## src/rtl/sd_audio_stream_ctrl.sv

```systemverilog
// sd_audio_stream_ctrl: sequences 512-byte SD block reads into the audio
// sample FIFO so the PWM player never starves. One block is read at a time,
// only when the FIFO has room for a whole block.
// Optional build macro: SD_STREAM_LOOP_EN. When defined, the stream loops
// back to the base address after the last block until stopped.
module sd_audio_stream_ctrl #(
    parameter int BLOCK_BYTES = 512,
    parameter int FIFO_DEPTH  = 2048,
    parameter int CNT_W       = 11
) (
    input  logic             clk,
    input  logic             reset_n,
    input  logic             start,
    input  logic             stop,
    input  logic [31:0]      base_addr,
    input  logic [23:0]      num_blocks,
    input  logic             sd_ready,
    input  logic             sd_byte_available,
    input  logic [7:0]       sd_dout,
    output logic             sd_rd,
    output logic [31:0]      sd_address,
    input  logic [CNT_W-1:0] fifo_count,
    input  logic             fifo_full,
    output logic             fifo_wr_en,
    output logic [7:0]       fifo_din,
    output logic             busy,
    output logic             done,
    output logic             err_overflow,
    output logic [23:0]      blocks_done,
    output logic [2:0]       state
);
    localparam int BC_W = $clog2(BLOCK_BYTES + 1);

    typedef enum logic [2:0] {
        IDLE   = 3'd0,
        ROOM   = 3'd1,
        ISSUE  = 3'd2,
        ACK    = 3'd3,
        STREAM = 3'd4,
        NEXT   = 3'd5,
        DONE   = 3'd6
    } state_t;

    state_t          cur_state;
    state_t          next_state;
    logic [23:0]     num_latched;
    logic [BC_W-1:0] byte_cnt;
    logic            byte_avail_q;
    logic            stop_pend;
    logic            byte_edge;
    logic            room_ok;
    logic            stop_req;
    logic            last_block;
    logic [31:0]     room_avail;
`ifdef SD_STREAM_LOOP_EN
    logic [31:0]     base_latched;
`endif

    // A new SD byte is announced by a rising edge on the level-type strobe
    assign byte_edge  = sd_byte_available & ~byte_avail_q;
    assign room_avail = 32'(FIFO_DEPTH) - 32'(fifo_count);
    assign room_ok    = room_avail >= 32'(BLOCK_BYTES);
    assign stop_req   = stop_pend | stop;
    assign last_block = (blocks_done + 24'd1) == num_latched;
    assign busy       = (cur_state != IDLE);
    assign state      = cur_state;

    // State register
    always_ff @(posedge clk or negedge reset_n) begin
        if (!reset_n) begin
            cur_state <= IDLE;
        end else begin
            cur_state <= next_state;
        end
    end

    // Next-state logic; a started SD read always runs to the end of its block
    always_comb begin
        next_state = cur_state;
        case (cur_state)
            IDLE: begin
                if (start) begin
                    next_state = (num_blocks == 24'd0) ? DONE : ROOM;
                end
            end
            ROOM: begin
                if (stop_req) begin
                    next_state = DONE;
                end else if (room_ok && sd_ready) begin
                    next_state = ISSUE;
                end
            end
            ISSUE: begin
                if (sd_rd && !sd_ready) begin
                    next_state = STREAM;
                end
            end
            ACK: begin
                next_state = STREAM;
            end
            STREAM: begin
                if ((byte_cnt == BC_W'(BLOCK_BYTES)) && sd_ready) begin
                    next_state = NEXT;
                end
            end
            NEXT: begin
`ifdef SD_STREAM_LOOP_EN
                next_state = stop_req ? DONE : ROOM;
`else
                next_state = (last_block || stop_req) ? DONE : ROOM;
`endif
            end
            DONE: begin
                next_state = IDLE;
            end
            default: begin
                next_state = IDLE;
            end
        endcase
    end

    // Read request: raised the cycle after entering ISSUE, dropped once the controller goes busy
    always_ff @(posedge clk or negedge reset_n) begin
        if (!reset_n) begin
            sd_rd <= 1'b0;
        end else begin
            sd_rd <= (cur_state == ISSUE) && (next_state == ISSUE);
        end
    end

    // Block address, block count and per-block byte counter
    always_ff @(posedge clk or negedge reset_n) begin
        if (!reset_n) begin
            sd_address   <= 32'd0;
            blocks_done  <= 24'd0;
            num_latched  <= 24'd0;
            byte_cnt     <= '0;
`ifdef SD_STREAM_LOOP_EN
            base_latched <= 32'd0;
`endif
        end else begin
            case (cur_state)
                IDLE: begin
                    if (start) begin
                        sd_address   <= base_addr;
                        blocks_done  <= 24'd0;
                        num_latched  <= num_blocks;
                        byte_cnt     <= '0;
`ifdef SD_STREAM_LOOP_EN
                        base_latched <= base_addr;
`endif
                    end
                end
                STREAM: begin
                    if (byte_edge) begin
                        byte_cnt <= byte_cnt + BC_W'(1);
                    end
                end
                NEXT: begin
                    byte_cnt <= '0;
`ifdef SD_STREAM_LOOP_EN
                    if (last_block && !stop_req) begin
                        sd_address  <= base_latched;
                        blocks_done <= 24'd0;
                    end else begin
                        sd_address  <= sd_address + 32'(BLOCK_BYTES);
                        blocks_done <= blocks_done + 24'd1;
                    end
`else
                    sd_address  <= sd_address + 32'(BLOCK_BYTES);
                    blocks_done <= blocks_done + 24'd1;
`endif
                end
                default: begin
                end
            endcase
        end
    end

    // Byte capture: one FIFO write per strobe edge, suppressed while the FIFO is full
    always_ff @(posedge clk or negedge reset_n) begin
        if (!reset_n) begin
            byte_avail_q <= 1'b0;
            fifo_wr_en   <= 1'b0;
            fifo_din     <= 8'd0;
        end else begin
            byte_avail_q <= sd_byte_available;
            fifo_wr_en   <= 1'b0;
            if ((cur_state == STREAM) && byte_edge) begin
                fifo_din   <= sd_dout;
                fifo_wr_en <= ~fifo_full;
            end
        end
    end

    // Control flags: sticky overflow, pending stop and the completion pulse
    always_ff @(posedge clk or negedge reset_n) begin
        if (!reset_n) begin
            err_overflow <= 1'b0;
            stop_pend    <= 1'b0;
            done         <= 1'b0;
        end else begin
            done <= (cur_state == DONE);
            if ((cur_state == IDLE) || (cur_state == DONE)) begin
                stop_pend <= 1'b0;
            end else if (stop) begin
                stop_pend <= 1'b1;
            end
            if ((cur_state == IDLE) && start) begin
                err_overflow <= 1'b0;
            end else if ((cur_state == STREAM) && byte_edge && fifo_full) begin
                err_overflow <= 1'b1;
            end
        end
    end

endmodule

```

## config.mk

```make
export PLATFORM = sky130hd
export DESIGN_NAME = sd_audio_stream_ctrl
export DESIGN_NICKNAME = d
export VERILOG_FILES = /design/src/rtl/sd_audio_stream_ctrl.sv
export SDC_FILE = /design/constraint.sdc
export NUM_CORES = 1
export LEC_CHECK = 0
export ABC_AREA = 0
export ABC_CLOCK_PERIOD_IN_PS = 2060
export CAP_MARGIN = 20
export CORE_ASPECT_RATIO = 0.7
export CORE_MARGIN = 2
export CORE_UTILIZATION = 44
export CTS_CLUSTER_DIAMETER = 40
export DETAILED_ROUTE_END_ITERATION = 8
export PLACE_DENSITY = 0.77
export SKIP_CTS_REPAIR_TIMING = 1
export SLEW_MARGIN = 25
export SYNTH_ARGS = -nofsm -noshare
export SYNTH_HDL_FRONTEND = slang
export SYNTH_SLANG_ARGS = --single-unit
```

## constraint.sdc

```tcl
create_clock -name clk -period 2.06 [get_ports clk]
set_input_delay 0.618 -clock clk [delete_from_list [all_inputs] [get_ports clk]]
set_output_delay 0.618 -clock clk [all_outputs]
set_load 0.05 [all_outputs]
```

### Word level (Yosys, flattened, before mapping)

Index checks and enable logic that the tools add are counted.

| word-level totals | value |
|---|---|
| input port bits | 82 |
| bits in registers | 107 |

| cells by class | value |
|---|---|
| reductions and logical operators | 20 |
| equality and inequality tests | 11 |
| multiplexer cells | 20 |
| add/subtract/negate cells | 4 |
| bitwise operators | 4 |
| magnitude comparators | 1 |

Operators by type and width:

| kind | number |
|---|---|
| case mux 32 bit (2 select lines) | 1 |
| case mux 24 bit (2 select lines) | 1 |
| adder 32 x 10 -> 32 bit (second input constant) | 1 |
| >= comparator 32 x 10 -> 1 bit (second input constant) | 1 |
| two-way mux 32 bit | 1 |
| case mux 10 bit (3 select lines) | 1 |
| adder 24 x 1 -> 24 bit (second input constant) | 1 |
| == test 24 bit | 1 |
| zero test 24 bit | 1 |
| two-way mux 24 bit | 1 |
| two-way mux 3 bit | 7 |
| two-way mux 10 bit | 2 |
| case mux 3 bit (6 select lines) | 1 |
| subtractor 12 x 11 -> 13 bit (first input constant) | 1 |
| adder 10 x 1 -> 10 bit (second input constant) | 1 |
| == test 10 bit (second input constant) | 1 |
| == test 3 x 2 -> 1 bit (second input constant) | 3 |
| == test 3 bit (second input constant) | 3 |
| logical AND 1 bit | 7 |
| nonzero test 2 bit | 3 |
| nonzero test 3 bit | 2 |
| two-way mux 1 bit | 5 |
| inequality test 2 bit (second input constant) | 2 |
| AND reduction 2 bit | 2 |
| other kinds (8) | 10 |

### Depth between registers and ports, before layout

| logic depth | value |
|---|---|
| word-level depth | 8 |
| mapped depth | 10 |
| mapped depth without buffers | 8 |

### Least setup slack after synthesis

OpenSTA, ideal clock, no wires.

| path | value |
|---|---|
| path kind | reg2reg |
| from | register blocks_done[0] |
| to | register cur_state[0], in the netlist state[0] |
| buffers on the path | 1 |
| path slack | -0.547 ns |
| required time | 1.942 ns |
| cell stages (with the launch flop) | 10 |
| period minus slack after synthesis | 2.607 ns |
| data arrival time | 2.489 ns |
| cell sequence | dfrtp_1 ha_1 nand3_2 nor3_2 buf_4 a21oi_1 a311o_1 nor4_2 a31oi_1 a21o_1 |

| between the ends | value |
|---|---|
| longest elaborated chain between the ends | 5 |

Ends and longest elaborated chain:

| what | line | text |
|---|---|---|
| start, declared | 29 | `output logic [23:0] blocks_done,` |
| start signal, assigned | 171 | `blocks_done <= blocks_done + 24'd1;` |
| adder 24 x 1 -> 24 bit | 64 | `assign last_block = (blocks_done + 24'd1) == num_latched;` |
| == test 24 bit | 64 |  |
| logical OR 1 bit | 110 | `next_state = (last_block \|\| stop_req) ? DONE : ROOM;` |
| two-way mux 3 bit | 110 |  |
| case mux 3 bit (6 select lines) | 80 | `case (cur_state)` |
| via next_state[0] | 45 | `state_t next_state;` |
| end signal, assigned | 73 | `cur_state <= next_state;` |
| end, declared | 44 | `state_t cur_state;` |

The timed path passes the listed nets, and every way through them passes these cells.
A chain may end at the register's enable or synchronous reset.

### Final worst setup path

Ends and elaborated chain as after synthesis.

==> results_dict.tcl <==
set metrics [dict create \
    slowest_stage "dfrtp_2" \
    crit_path_end_kind "flop" \
    start_util_pct 45.7 \
    max_freq_mhz 436 \
    clk_latency_ps 360 \
    peakVddDrop_uv 942 \
    die-area_sq_um 14100 \
    routed_wl_um 19100 \
    grt_max_degree 37 \
    setup_viol 3 \
    cpMostUsedCell "buf_4" \
    crit_path_start_kind "flop" \
    layout_common_cells "nand2_1 (176), buf_4 (168), clkdlybuf4s50_1 (80)" \
    die_y_um 99.8 \
    antenna_found_initial 0 \
    maxCapViolations 0 \
    ys_seq_area_share_pct 46.4 \
    syn_to_final_growth_pct 49.3 \
    placed_area_sq_um 8110 \
    cp_cell_sequence "ha_4 > nand3_4 > nor3_2 > buf_4 > a21oi_2 > a311o_1 > nor4_4 > buf_4 > a31oi_2 > a21o_1" \
    port_buffers 153 \
    min_period_ps 2290 \
    drive_gt1_share_pct 28.8 \
    grt_pass1_vias 5782 \
    yosys_warnings 0 \
    cp_max_fo 10 \
    hpwlAfterDp_um 14200 \
    routabilityCongestion 0.922 \
    clk_pin_slew_ps 80 \
    ys_ff_latch 107 \
    core_area_sq_um 12600 \
    syn_area_sq_um 5770 \
    rsz0062_at_grt "true" \
    tightest_slew_ps 509 \
    layout_commonest_cell "nand2_1" \
    finalInstanceArea_sq_um 8620 \
    grt_pass1_wl_um 29700 \
    layout.nets 1002 \
    dr.pass1.iters 5 \
    numCtsBuffers 9 \
    cts_tree "built" \
    drc 0 \
    slew_headroom_pct 66.1 \
    antenna_cells 0 \
    grt_overflow 0 \
    async_flop_share_pct 100 \
    critPathRequiredTime_ps 2310 \
    syn_area_per_cell_sq_um 8.45 \
    syn-num-nets 769 \
    boundaryPins 154 \
    critPathArrivalTime_ps 2540 \
    leakage_nw 3.89 \
    reg2reg_slack_ps -230 \
    num_vias 6178 \
    drt_iter0_drc 608 \
    synth_edf_count 0 \
    hp-class "primary input to async pin" \
    drt.antenna.violating_nets 0 \
    synthCells 683 \
    fin_ws_ps -235 \
    wire_per_inst_um 17.6 \
    rr_worst_depth 10 \
    rows 34 \
    ys_types 59 \
    grtUsageTotal_pct 26.6 \
    dp_cells 1059 \
    cts.path.max_buffers 2 \
    drv_slew 0 \
    cts-root-buf "clkbuf_16" \
    hold_violations 0 \
    die_w_um 141 \
    outcome "finished with violations" \
    worst-setup-path-type "flop to flop" \
    ctsHtreeMaxLevel 3 \
    ys.flop_type "dfrtp_1" \
    fin_cells 1083 \
    fin_crit_sh_pct 111 \
    skew_ps 8.01 \
    clock_sinks 107 \
    viasPerCell 5.70 \
    violations "negative setup slack" \
    power.density_nw_per_um2 1310 \
    cpPeakStageDelay_ps 420 \
    p_total_w 0.0113 \
]
## Yosys cell counts, types with 2 or more instances
cell	instances	area share, %
mux2i_1	2	0.35
a21oi_1	26	2.3
a211oi_1	5	0.65
a21o_1	3	0.39
buf_4	3	0.39
and4_1	5	0.76
xor2_1	12	1.8
or2_2	2	0.22
nand4_1	13	1.4
nor4_2	2	0.43
o22ai_1	5	0.54
and2_1	6	0.65
buf_1	3	0.20
nor3b_1	4	0.52
nor2_1	46	3.0
nand4b_1	2	0.30
a221o_1	6	1.0
or3_1	2	0.22
nand2_1	176	11
o31ai_1	11	1.4
nor2b_1	3	0.33
xnor2_1	27	4.1
clkbuf_1	28	1.8
ha_1	4	0.87
buf_2	4	0.35
o311ai_0	2	0.30
o221a_2	2	0.39
nor3_1	18	1.6
nand3_1	27	2.3
nor4b_1	2	0.30
o21ai_0	47	4.1
a41oi_1	2	0.30
o211ai_1	5	0.65
a31oi_1	6	0.65
inv_1	15	0.98
nor4_1	9	0.98
and3_1	15	1.6
a311oi_1	5	0.76
o41ai_1	2	0.30
dfrtp_1	107	46
## path summary, 6_finish.rpt
kind                                       end           start
worst max-delay path                  state[0]  blocks_done[0]
worst min-delay path            num_latched[6]         reset_n
worst max register to register        state[0]  blocks_done[0]
worst min register to register   sd_address[1]   sd_address[1]
max in group asynchronous             state[1]         reset_n
min in group clk                 sd_address[1]   sd_address[1]
## worst max-delay path: cells and delay by family, from the launching register on
family                   cells  cell delay [ps]
buffers and inverters        2              360
flip-flops                   1              420
adder cells (fa/ha/maj)      1              190
AND/OR/NAND/NOR              3              480
AO/OA/AOI/OAI                4              740
## routing by layer
layer / vias to the layer above / global-route usage, % / part of all wire, %
met5: - / 0 / 0
met4: 0 / 6.54 / 1.1
met3: 21 / 5.63 / 8.5
met2: 275 / 40.9 / 45
met1: 3025 / 38.9 / 45
li1: 2857 / - / -
## metrics by stage
step	utilization [%]	hold WS, ps	setup TNS (ps)	setup WS (ps)
after CTS	66.7	227	-602	-254
after floorplan	-	322	-619	-201
after global placement	64.2	460	-2150	-402
final	68.2	216	-577	-235
after global routing	68.2	238	-970	-318
after detailed placement	64.2	466	-3610	-446
## power breakdown
part | internal, W | leakage [nW] | total (W) | switching (W)
Sequential | 0.00281 | 1.33 | 0.00352 | 0.000716
Clock | 0.000886 | 0.153 | 0.00182 | 0.000936
Combinational | 0.00223 | 2.41 | 0.00596 | 0.00373
Total | 0.00592 | 3.89 | 0.0113 | 0.00538
## kinds of logic (layout without fill, tap and decap cells)
group	after synthesis	in the layout	share of synthesized area, %
simple gates	339	339	27.1
xor+xnor	39	39	5.92
fa+ha+maj	4	4	0.867
mux	2	2	0.347
compound gates	137	137	15.4
buf+inv	55	293	3.99
flops	107	107	46.4
## layout make-up
class                           instances  area [sq um]
Clock inverter                          7          88.8
Sequential cell                       107          2720
Inverter                               16          60.1
Multi-Input combinational cell        521          3030
Clock buffer                            9           225
Timing Repair Buffer                  261          2300
Fill cell                             999          4010
Tap cell                              162           203
## sequential cells by signal (all words and copies together), names as in the netlist
name / count
byte_cnt: 10
fifo_wr_en: 1
err_overflow: 1
sd_rd: 1
state: 3
fifo_din: 8
sd_address: 32
blocks_done: 24
byte_avail_q: 1
done: 1
stop_pend: 1
num_latched: 24
No activity file was read; power rests on OpenSTA's default activity.
